[src/rtl/uart_tx_sched.sv]
// uart_tx_sched: two-requester round-robin UART transmit scheduler with 8N1 framing.
//
// Ports:
//   clk_in   system clock
//   rst_n    asynchronous active-low reset
//   req      per-requester transmit request, level-sensitive
//   data0    byte from requester 0, latched on its grant edge
//   data1    byte from requester 1, latched on its grant edge
//   grant    one-hot single-cycle pulse marking the cycle the byte was latched
//   busy     high from the grant cycle up to, not including, the done cycle
//   done     single-cycle pulse when the stop bit completes
//   tx       serial line, idle high
//
// Bit timing comes from a baud-enable counter; everything runs on clk_in.

module uart_tx_sched #(
    parameter int unsigned BAUD_DIV = 1736
) (
    input  logic       clk_in,
    input  logic       rst_n,
    input  logic [1:0] req,
    input  logic [7:0] data0,
    input  logic [7:0] data1,
    output logic [1:0] grant,
    output logic       busy,
    output logic       done,
    output logic       tx
);

    localparam int unsigned CntW = $clog2(BAUD_DIV);
    localparam logic [CntW-1:0] CntMax = CntW'(BAUD_DIV - 1);

    typedef enum logic [1:0] {StIdle, StStart, StData, StStop} state_e;

    state_e          state_q, state_d;
    logic [CntW-1:0] cnt_q, cnt_d;
    logic [2:0]      bit_q, bit_d;
    logic [7:0]      shift_q, shift_d;
    logic            last_q, last_d;
    logic            tx_q, tx_d;
    logic [1:0]      grant_q, grant_d;
    logic            busy_q, busy_d;
    logic            done_q, done_d;

    logic bit_end;
    logic winner;

    assign bit_end = (cnt_q == CntMax);
    // On a tie the requester that was not granted last wins; otherwise the sole requester.
    assign winner  = (req == 2'b11) ? ~last_q : req[1];

    always_ff @(posedge clk_in or negedge rst_n) begin
        if (!rst_n) begin
            state_q <= StIdle;
            cnt_q   <= '0;
            bit_q   <= '0;
            shift_q <= '0;
            last_q  <= 1'b1;
            tx_q    <= 1'b1;
            grant_q <= 2'b00;
            busy_q  <= 1'b0;
            done_q  <= 1'b0;
        end else begin
            state_q <= state_d;
            cnt_q   <= cnt_d;
            bit_q   <= bit_d;
            shift_q <= shift_d;
            last_q  <= last_d;
            tx_q    <= tx_d;
            grant_q <= grant_d;
            busy_q  <= busy_d;
            done_q  <= done_d;
        end
    end

    // Next-state logic; tx_d is the line level for the state being entered, so tx
    // is registered yet changes on the same edge as the state.
    always_comb begin
        state_d = state_q;
        cnt_d   = cnt_q;
        bit_d   = bit_q;
        shift_d = shift_q;
        last_d  = last_q;
        tx_d    = 1'b1;
        grant_d = 2'b00;
        done_d  = 1'b0;

        if (state_q != StIdle) begin
            cnt_d = bit_end ? '0 : cnt_q + CntW'(1);
        end

        unique case (state_q)
            StIdle: begin
                if (req != 2'b00) begin
                    grant_d = winner ? 2'b10 : 2'b01;
                    shift_d = winner ? data1 : data0;
                    last_d  = winner;
                    cnt_d   = '0;
                    state_d = StStart;
                    tx_d    = 1'b0;
                end
            end
            StStart: begin
                tx_d = 1'b0;
                if (bit_end) begin
                    state_d = StData;
                    bit_d   = 3'd0;
                    tx_d    = shift_q[0];
                end
            end
            StData: begin
                tx_d = shift_q[0];
                if (bit_end) begin
                    shift_d = shift_q >> 1;
                    if (bit_q == 3'd7) begin
                        state_d = StStop;
                        tx_d    = 1'b1;
                    end else begin
                        bit_d = bit_q + 3'd1;
                        tx_d  = shift_q[1];
                    end
                end
            end
            StStop: begin
                tx_d = 1'b1;
                if (bit_end) begin
                    state_d = StIdle;
                    done_d  = 1'b1;
                end
            end
            default: begin
                state_d = StIdle;
            end
        endcase

        busy_d = (state_d != StIdle);
    end

    assign grant = grant_q;
    assign busy  = busy_q;
    assign done  = done_q;
    assign tx    = tx_q;

endmodule

[config.mk]
export PLATFORM = sky130hd
export DESIGN_NAME = uart_tx_sched
export DESIGN_NICKNAME = d
export VERILOG_FILES = /design/src/rtl/uart_tx_sched.sv
export SDC_FILE = /design/constraint.sdc
export NUM_CORES = 1
export LEC_CHECK = 0
export CORE_ASPECT_RATIO = 0.75
export CORE_MARGIN = 2
export CORE_UTILIZATION = 50
export DETAILED_ROUTE_END_ITERATION = 10
export PLACE_DENSITY = 0.75
export SYNTH_ARGS = -nofsm -noshare
export SYNTH_HDL_FRONTEND = slang
export SYNTH_SLANG_ARGS = --single-unit
export TNS_END_PERCENT = 20
[constraint.sdc]
create_clock -name clk_in -period 2.3 [get_ports clk_in]
set_input_delay 0.46 -clock clk_in [delete_from_list [all_inputs] [get_ports clk_in]]
set_output_delay 0.46 -clock clk_in [all_outputs]
set_load 0.02 [all_outputs]
==> flow_summary.ini <==
[global_route]
antenna_found_initial = 0
grt_pass1_wl_um = 6030
grt_max_degree = 31
grt_pass1_vias = 1278
grt_usage_pct = 22.0
overflow = 0

[final_layout]
stdcell_count = 229
multi_input_comb_area_um2 = 826
diodes = 0
fillerInstances = 249
area_delta_synth_final_pct = 22.5
drive_gt1_share_pct = 13.1
nets = 214
regArea_um2 = 753
post-route-cell-area_mm2 = 0.00198

[worst_setup_path]
rrSetupSlack_ns = 0.49
crit_start = req[1]
cp_max_fo = 10
crit_type = input pin to flop
regToRegEndpoint = cnt_q[3]
crit_required_ns = 2.47
crit_end = shift_q[5]
critPathArrivalTime_ns = 2.07
reg2reg_from = cnt_q[0]
end_kind = flop
ff2ff_path_depth = 5
start_kind = input pin

[yosys]
synthDistinctLibCells = 43
synth_edf_count = 0
syn_area_mm2 = 0.00162
syn-num-nets = 186
synthCells = 163
ys.flop_type = dfrtp_1
synth-async-reset-ratio_pct = 100
ys_seq_area_share_pct = 46.6
synth_warnings = 0
ys_ff_latch = 30
avgSynthCellArea_um2 = 9.91

[timing]
fin_setup_tns_ns = 0
finalSetupViolCount = 0
max_freq_mhz = 528
tightest_slew_ns = 0.717
rsz0062_at_grt = no
maxSlewViolCount = 0
finalCritPeriodShare_pct = 82.4
clock_skew_ns = 0.00723
finalHoldViolations = 0
slew_headroom_pct = 52.0
period_minus_slack_ns = 1.90

[cts]
clk_path_buf_depth = 2
cts-htree-levels = 2
clk_latency_ns = 0.29
cts_setup_buffers = 0
root_buffer = clkbuf_8
cts_buffers = 5
post_cts_resized = 0
path_clk_slew_ns = 0.06
cts_tree = built
cts.sinks = 30
postCtsHoldBufs = 0

[place]
io_buffers = 24
placed_cell_area_mm2 = 0.00190
dp_cells = 222
place.gp.congestion = 0.809
hpwl_um = 2630

[outcome]
status = completed

[worst_hold_path]
min_path_type = flop to flop

[routing]
wl_met2_um = 1710
wl_met3_um = 172
num_vias = 1362
met1_length_um = 1720
wl_per_cell_um = 15.8
drtAntennaViolNets = 0
first_pass_iters = 4
wirelength_um = 3620
drc = 0
drt_iter0_markers = 41
via_per_inst = 5.95
routed.top_layer = met4

[floorplan]
coreArea_mm2 = 0.00302
die_x_um = 69.6
die_h_um = 53.2
dieArea_mm2 = 0.00371
start_util_pct = 53.5
row_count = 17
ios = 25

[pwr]
power_per_cell_area_mw_per_mm2 = 749
p_leak_uw = 0.000769
vdd_drop_max_v = 0.000460

[flow_run]
drv_cap = 0
==> state kept, by name (all words and copies together) (netlist names) <==
name	flops
cnt_q	11
tx	1
busy	1
shift_q	8
last_q	1
done	1
state_q	2
bit_q	3
grant	2
==> synthesized netlist by cell type (2+ instances only) <==
| library cell | count | share of area (%) |
|---|---|---|
| a32oi_1 | 2 | 1.1 |
| dfstp_2 | 2 | 3.3 |
| nor4_1 | 2 | 0.77 |
| o21ai_0 | 9 | 2.8 |
| a22o_1 | 2 | 1.1 |
| dfrtp_1 | 28 | 43 |
| nor2b_1 | 2 | 0.77 |
| xnor2_1 | 4 | 2.2 |
| a21oi_1 | 11 | 3.4 |
| mux2_2 | 8 | 5.6 |
| a31oi_1 | 2 | 0.77 |
| nand3_1 | 9 | 2.8 |
| clkbuf_1 | 4 | 0.93 |
| buf_2 | 2 | 0.62 |
| nand4_1 | 2 | 0.77 |
| mux2i_1 | 8 | 5.0 |
| ha_1 | 3 | 2.3 |
| and2_1 | 2 | 0.77 |
| nor3_1 | 3 | 0.93 |
| nor2_1 | 20 | 4.6 |
| nand2_1 | 16 | 3.7 |
==> layout by cell type (no fill, tap or decap), types with 2 or more instances in the layout <==
master           count
nand2_1             16
buf_4                4
dfrtp_1             28
nor2_1              20
dfstp_2              2
mux2i_1              8
nor3_1               3
and2_1               2
mux2_2               8
clkdlybuf4s50_1     24
nand4_1              2
a21oi_1             11
clkbuf_8             5
clkinv_2             2
a31oi_1              2
nor4_1               2
a32oi_1              2
ha_1                 3
xnor2_1              4
nor2b_1              2
a22o_1               2
o21ai_0              9
nand3_1              9
==> cell families after synthesis <==
kind of cell / share of synthesized area [%]
mux: 10.5
buf+inv: 2.25
flops: 46.6
compound gates: 14.9
simple gates: 20.7
xor+xnor: 2.71
fa+ha+maj: 2.32
==> critical path, cell delays in order <==
cell and delay, ns:
clkdlybuf4s50_1 0.59, a21boi_1 0.20, buf_4 0.22, mux2i_1 0.21, a21oi_1 0.09, mux2_2 0.30
==> worst min path at each step <==
stage | startpoint | end | slack, ns | cells past startpoint
final | cnt_q[10] | cnt_q[10] | 0.48 | 1
after global routing | cnt_q[10] | cnt_q[10] | 0.52 | 1
after CTS | cnt_q[10] | cnt_q[10] | 0.49 | 1
after detailed placement | cnt_q[10] | cnt_q[10] | 0.48 | 1
after global placement | cnt_q[10] | cnt_q[10] | 0.48 | 1
after floorplan | rst_n | bit_q[0] | 0.16 | 0
==> where the power goes <==
group          total [uW]  internal, uW  switching (uW)  leakage, uW
Sequential            771           639             132     0.000343
Clock                 393           202             191    0.0000438
Combinational         318           174             144     0.000382
==> stage by stage <==
stage	hold WS, ns	worst slack, ns	util [%]	total power [uW]
global placement	0.478	0.180	62.9	1070
detailed placement	0.478	0.135	62.9	1090
floorplan	0.164	0.659	-	963
global route	0.525	0.364	65.5	1580
finish	0.484	0.404	65.5	1480
CTS	0.487	0.436	65.5	1490
==> layer usage <==
metal  track usage, %  vias up
met1             28.1      680
met5                0        -
met3             8.95        5
met2             34.1       29
li1                 -      648
met4             7.69        0
==> final cells by class <==
class,count,share of cell area [%]
Multi-Input combinational cell,125,41.7
Timing Repair Buffer,28,13.7
Sequential cell,30,38.1
Clock buffer,5,3.48
Tap cell,38,2.40
Clock inverter,2,0.506
Inverter,1,0.190
Note: power is estimated with default switching activity, not from simulation.
